$ cat config.mk
export PLATFORM = sky130hd
export DESIGN_NAME = msg_scroll_counter
export DESIGN_NICKNAME = d
export VERILOG_FILES = /design/src/rtl/msg_scroll_counter.sv
export SDC_FILE = /design/constraint.sdc
export NUM_CORES = 1
export LEC_CHECK = 0
export ABC_AREA = 1
export CAP_MARGIN = 20
export CORE_UTILIZATION = 39
export DETAILED_ROUTE_END_ITERATION = 10
export PLACE_DENSITY_LB_ADDON = 0.1
export SYNTH_ARGS = -nofsm -noshare
export SYNTH_HDL_FRONTEND = slang
export SYNTH_SLANG_ARGS = --single-unit
$ cat constraint.sdc
create_clock -name clk -period 2.1 [get_ports clk]
set_clock_uncertainty 0.2 [all_clocks]
set_input_delay 0.42 -clock clk [delete_from_list [all_inputs] [get_ports clk]]
set_output_delay 0.42 -clock clk [all_outputs]
set_load 0.01 [all_outputs]
$ cat src/rtl/msg_scroll_counter.sv
// Scroll-window address generator: a debounced button press or an auto tick moves the base pointer by one.
// NUM_DIGITS addresses (base+k) mod MSG_LEN are registered alongside base, and a one-cycle pulse flags each move.
`timescale 1ns/1ps
module msg_scroll_counter #(
  parameter int ADDR_W          = 4,
  parameter int NUM_DIGITS      = 4,
  parameter int MSG_LEN         = 16,
  parameter int DEBOUNCE_CYCLES = 4,
  parameter int AUTO_PERIOD     = 8
) (
  input  logic                         clk,
  input  logic                         reset,
  input  logic                         button,
  input  logic                         dir,
  input  logic                         auto_en,
  output logic [NUM_DIGITS*ADDR_W-1:0] adr_bus,
  output logic [ADDR_W-1:0]            base,
  output logic                         shift_pulse
);

  localparam int CNT_W = $clog2(DEBOUNCE_CYCLES + 1);
  localparam int TMR_W = $clog2(AUTO_PERIOD);
  localparam logic [ADDR_W-1:0] LAST   = ADDR_W'(MSG_LEN - 1);
  localparam logic [ADDR_W-1:0] ONE    = ADDR_W'(1);
  localparam logic [ADDR_W:0]   LEN_X  = (ADDR_W+1)'(MSG_LEN);
  localparam logic [CNT_W-1:0]  DB_MAX = CNT_W'(DEBOUNCE_CYCLES - 1);
  localparam logic [CNT_W-1:0]  CNT_1  = CNT_W'(1);
  localparam logic [TMR_W-1:0]  TMR_MAX = TMR_W'(AUTO_PERIOD - 1);
  localparam logic [TMR_W-1:0]  TMR_1  = TMR_W'(1);

  logic              sync1, s, db, db_q, step_man;
  logic [CNT_W-1:0]  db_cnt;
  logic [TMR_W-1:0]  timer;
  logic              auto_tick, step;
  logic [ADDR_W-1:0] base_next;

  // Addresses never exceed 2*MSG_LEN-2, so a single conditional subtract wraps them.
  function automatic logic [NUM_DIGITS*ADDR_W-1:0] window(input logic [ADDR_W-1:0] b);
    logic [ADDR_W:0] sum;
    window = '0;
    for (int k = 0; k < NUM_DIGITS; k++) begin
      sum = {1'b0, b} + (ADDR_W+1)'(k);
      if (sum >= LEN_X) sum = sum - LEN_X;
      window[k*ADDR_W +: ADDR_W] = sum[ADDR_W-1:0];
    end
  endfunction

  assign auto_tick = auto_en && (timer == TMR_MAX);
  assign step      = step_man || auto_tick;

  always_comb begin
    base_next = base;
    if (step) begin
      if (dir) base_next = (base == '0)  ? LAST : base - ONE;
      else     base_next = (base == LAST) ? '0  : base + ONE;
    end
  end

  always_ff @(posedge clk) begin
    if (reset) begin
      sync1       <= 1'b0;
      s           <= 1'b0;
      db          <= 1'b0;
      db_q        <= 1'b0;
      db_cnt      <= '0;
      step_man    <= 1'b0;
      timer       <= '0;
      base        <= '0;
      adr_bus     <= window('0);
      shift_pulse <= 1'b0;
    end else begin
      sync1 <= button;
      s     <= sync1;

      if (s == db) begin
        db_cnt <= '0;
      end else if (db_cnt == DB_MAX) begin
        db     <= s;
        db_cnt <= '0;
      end else begin
        db_cnt <= db_cnt + CNT_1;
      end

      // Rising edge of the debounced level is registered, giving one step per press.
      db_q     <= db;
      step_man <= db & ~db_q;

      if (!auto_en || step) timer <= '0;
      else                  timer <= timer + TMR_1;

      base        <= base_next;
      adr_bus     <= window(base_next);
      shift_pulse <= step;
    end
  end

endmodule

After elaboration in Yosys (flattened, before gate mapping)
Index checks and enable logic that the tools add are counted.
{ "op_classes": {"add_sub_neg": 11, "n_lt_le_gt_ge": 4, "n_eq_ne": 4, "n_mux": 8, "bitwise": 3, "n_reduce_logical": 8} }
{ "op_table": {"columns": ["cell", "count"], "rows": [
  ["two-way mux 4 bit", 8],
  ["subtractor 4 x 1 -> 4 bit, second input constant", 5],
  ["greater-or-equal comparator 5 bit, second input constant", 3],
  ["adder 4 x 2 -> 5 bit, second input constant", 2],
  ["adder 3 x 1 -> 3 bit, second input constant", 2],
  ["adder 4 x 1 -> 5 bit, second input constant", 1],
  ["greater-or-equal comparator 4 x 5 -> 1 bit, second input constant", 1],
  ["adder 4 x 1 -> 4 bit, second input constant", 1],
  ["== test 4 bit, second input constant", 1],
  ["zero test 4 bit", 1],
  ["== test 3 x 2 -> 1 bit, second input constant", 1],
  ["== test 3 bit, second input constant", 1],
  ["OR reduction 3 bit", 1],
  ["logical OR 1 bit", 2],
  ["NOT 1 bit", 2],
  ["AND reduction 2 bit", 1],
  ["OR reduction 2 bit", 1],
  ["bitwise AND 1 bit", 1],
  ["== test 1 bit", 1],
  ["logical AND 1 bit", 1],
  ["zero test 1 bit", 1]
]} }
{ "totals": {"ff_bits": 32, "input_bits": 5, "wordCells": 48} }

Logic depth before layout (Yosys ltp)
{ "logic_depth": {"ltp_word": 7, "ltp_mapped": 14, "ltp_nobuf": 14} }

Least setup slack after synthesis
No wires, ideal clock.
{ "synth_path": {"path_kind": "reg2reg", "startpoint": "register adr_bus[8] (netlist name)", "endpoint": "register adr_bus[15]", "setup_ns": 0.113, "arrival_ns": 1.823, "required_time_ns": 1.787, "setup_slack_ns": -0.035, "stages_incl_launch_ff": 13, "n_path_buf": 0, "synth_period_minus_slack_ns": 2.135, "path_cell_list": "dfxtp_1 > inv_1 > ha_1 > inv_1 > nand2_1 > o211ai_1 > xor2_1 > inv_1 > ha_1 > a21oi_1 > nand2_1 > nand2_1 > nor2_1"} }
{ "synth_rtl": {"columns": ["element", "line", "text"], "rows": [
  ["end signal, assigned", "69", "adr_bus <= window('0);"],
  ["end signal, assigned", "92", "adr_bus <= window(base_next);"],
  ["end, declared", "16", "output logic [NUM_DIGITS*ADDR_W-1:0] adr_bus,"]
]} }

Final worst setup path
{ "layout_path": {"startpoint": "register timer[0]", "endpoint": "register adr_bus[15]"} }
{ "layout_between": {"elab_chain_cells": 7, "elab_cells_between_ends": 8} }
{ "layout_rtl": {"columns": ["element", "line", "text"], "rows": [
  ["start, declared", "33", "logic [TMR_W-1:0] timer;"],
  ["start signal, assigned", "89", "else timer <= timer + TMR_1;"],
  ["== test 3 bit *", "48", "assign auto_tick = auto_en && (timer == TMR_MAX);"],
  ["logical AND 1 bit *", "48", null],
  ["logical OR 1 bit *", "49", "assign step = step_man || auto_tick;"],
  ["two-way mux 4 bit *", "53", "if (step) begin"],
  ["via base_next[2]", "35", "logic [ADDR_W-1:0] base_next;"],
  ["adder 4 x 2 -> 5 bit *", "42", "sum = {1'b0, b} + (ADDR_W+1)'(k);"],
  ["subtractor 4 x 1 -> 4 bit / greater-or-equal comparator 5 bit (equally long branches)", "43", "if (sum >= LEN_X) sum = sum - LEN_X;"],
  ["two-way mux 4 bit *", "43", null]
]} }
The timed path passes the listed nets; every way through them passes the cells marked *.
A chain may end at the register's enable or synchronous reset.

==> impl_metrics.tcl <==
set metrics [dict create \
    insertion_delay_ns 0.30 \
    dieArea_sq_um 3160 \
    ys_ff_latch 26 \
    synthFlopType "dfxtp_1" \
    cp_slowest_stage_delay_ns 0.36 \
    cts_hold_buf 0 \
    synth_top_area_share_pct 45.4 \
    antenna_found_initial 0 \
    drt_pass1_iterations 2 \
    synth.most_common_cell "inv_1" \
    wl_per_cell_microns 9.70 \
    antenna_cells 0 \
    fin_total_pwr_mw 0.724 \
    cp.arrival_ns 2.03 \
    place_ws_ns -0.209 \
    syn_area_per_cell_sq_um 8.02 \
    min_to "step_man$_SDFF_PP0_" \
    max_freq_ghz 0.495 \
    worst-r2r-setup-slack_ns 0.08 \
    synth_common_cells "27 x inv_1, 26 x dfxtp_1, 23 x nand2_1" \
    globalplace.congestion 0.804 \
    grt_pass1_wl_microns 3630 \
    rows 19 \
    slowest_stage "dfxtp_2" \
    synth_area_leaders "dfxtp_1 45%, ha_1 9.8%, inv_1 8.8%" \
    slew_violations 0 \
    dieHeight_microns 56.2 \
    setup_violations 0 \
    hold_class "register to register" \
    yosys_warnings 0 \
    cts_num_sinks 26 \
    io_buffers 25 \
    synth_edf_count 0 \
    final_cell_count_no_fill 207 \
    synth_nets 157 \
    cts_root_buf "clkbuf_4" \
    min-delay-start "db_q$_SDFF_PP0_" \
    grt_pass1_vias 911 \
    via_count 937 \
    grt_max_degree 14 \
    ios 26 \
    grt_overflow_total 0 \
    dp_hpwl_microns 1600 \
    start_util_pct 41.3 \
    worstMarginPinSlew_ns 0.280 \
    r2r_start "timer[0]$_SDFF_PP0_" \
    track_usage_pct 14.5 \
    hold_depth 1 \
    crit_path_end_kind "register" \
    cp_cell_sequence "ha_4, ha_4, nand2_2, nand2_4, o211ai_1, xor2_1, inv_1, ha_2, a21oi_2, nand2_1, nand2_1, nor2_1" \
    total_leakage_power_nw 0.704 \
    numCtsBuffers 3 \
    max-cap-violations 0 \
    syn_inst 143 \
    hold_viol_final 0 \
    crit_type "register to register" \
    path_delay_family "adder cells" \
    syn_area_sq_um 1150 \
    status "finished, final reports clean" \
    cp.buffers_inverters 1 \
    vdd_ir_drop_max_v 0.000381 \
    drc 0 \
    htreeDepth 1 \
    drt-initial-drc-count 26 \
    num-nets-final 192 \
    place_inst 201 \
    synth_area_leader_cell "dfxtp_1" \
    required_ns 2.11 \
    timing.slew.headroom_pct 81.2 \
    period_minus_slack_ns 2.02 \
    die_width_microns 56.2 \
    place_area_sq_um 1450 \
    fin_crit_sh_pct 96.2 \
    cp_max_fo 2 \
    powerDensity_nw_per_um2 463 \
    layout-area-overhead-vs-synth_pct 36.2 \
    drive_gt1_share_pct 21.0 \
    core_area_sq_um 2780 \
    worstRegToRegCells 12 \
    cts_buffer_depth 2 \
    viasPerCell 4.53 \
    layout_setup_ws_ns 0.0797 \
    cts_tree "built" \
    drt-total-wl_microns 2010 \
    r2r-end "adr_bus[15]$_SDFF_PP0_" \
    synth_seq_area_share_pct 45.4 \
    design_area_sq_um 1560 \
    clk_pin_slew_ns 0.12 \
    ant_nets 0 \
    async_flop_share_pct 0 \
    synth_cell_types 23 \
    startpoint_type "register" \
]
[how the worst max path moves through the flow]
stage	cells after the start	end	startpoint
detailed placement	11	adr_bus[15]$_SDFF_PP0_	auto_en
CTS	11	adr_bus[11]$_SDFF_PP0_	timer[0]$_SDFF_PP0_
global route	12	adr_bus[15]$_SDFF_PP0_	adr_bus[8]$_SDFF_PP0_
finish	12	adr_bus[15]$_SDFF_PP0_	timer[0]$_SDFF_PP0_
global placement	11	adr_bus[15]$_SDFF_PP0_	dir
floorplan	12	adr_bus[15]$_SDFF_PP0_	adr_bus[1]$_SDFF_PP0_
[per-layer routing]
metal | vias up | share of wire (%) | track usage [%]
li1 | 496 | - | -
met1 | 430 | 46 | 16.7
met2 | 9 | 51 | 25.9
met3 | 2 | 2.7 | 2.79
met4 | 0 | 0.90 | 6.27
met5 | - | 0 | 0
[state kept, by name, indices dropped and copies added (netlist names)]
signal       cells
adr_bus         14
db_cnt           3
timer            3
db               1
db_q             1
s                1
shift_pulse      1
step_man         1
sync1            1
[through the flow]
step	util [%]	setup TNS, ns	hold WS, ns
after CTS	53.7	0	0.204
after detailed placement	52.2	-0.645	0.186
after floorplan	-	0	0.174
after global routing	56.2	-0.0282	0.216
final	56.2	0	0.202
after global placement	52.2	-0.580	0.180
[cells by family (layout without fill, tap and decap cells)]
kind of cell	count (synthesis)	in the layout	synth area share (%)
buffers and inverters	37	70	14.7
xor gates and xnor gates	2	2	1.53
AOI/OAI and AO/OA	10	10	5.12
DFF	26	26	45.4
adders and majority gates	9	9	9.81
and+or+nand+nor	59	59	23.4
[layout make-up]
| class | instances | area (sq um) |
|---|---|---|
| Inverter | 29 | 109 |
| Multi-Input combinational cell | 80 | 515 |
| Timing Repair Buffer | 38 | 348 |
| Sequential cell | 26 | 529 |
| Tap cell | 31 | 38.8 |
| Fill cell | 272 | 1220 |
| Clock buffer | 3 | 22.5 |
[power breakdown]
part	switching, mW	leakage (nW)	internal (mW)
combinational	0.0174	0.477	0.0162
sequential	0.00281	0.213	0.496
clock	0.124	0.0138	0.0668
total	0.145	0.704	0.579
[cell usage in the layout, fill, tap and decap left out]
master / count
nor2_4: 1
o21ai_4: 1
ha_4: 3
inv_1: 26
buf_4: 13
nand2_2: 2
dfxtp_2: 4
nand2_4: 1
nor2_1: 18
nand3b_2: 1
inv_2: 3
clkbuf_4: 3
o21ai_1: 1
dfxtp_4: 1
nor2_2: 1
clkdlybuf4s50_1: 25
a21oi_2: 2
nor3_1: 1
a21oi_1: 2
dfxtp_1: 21
ha_1: 5
xor2_1: 2
nand3_1: 9
ha_2: 1
nand4_1: 3
o21ai_0: 2
o211ai_1: 2
nand2_1: 22
[what timing repair did]
item	in CTS	in global routing
setup endpoints to repair	1	5
pin swaps	0	7
gates resized for setup	1	16
setup buffers	2	1
Power figures use the tool's default switching activity.
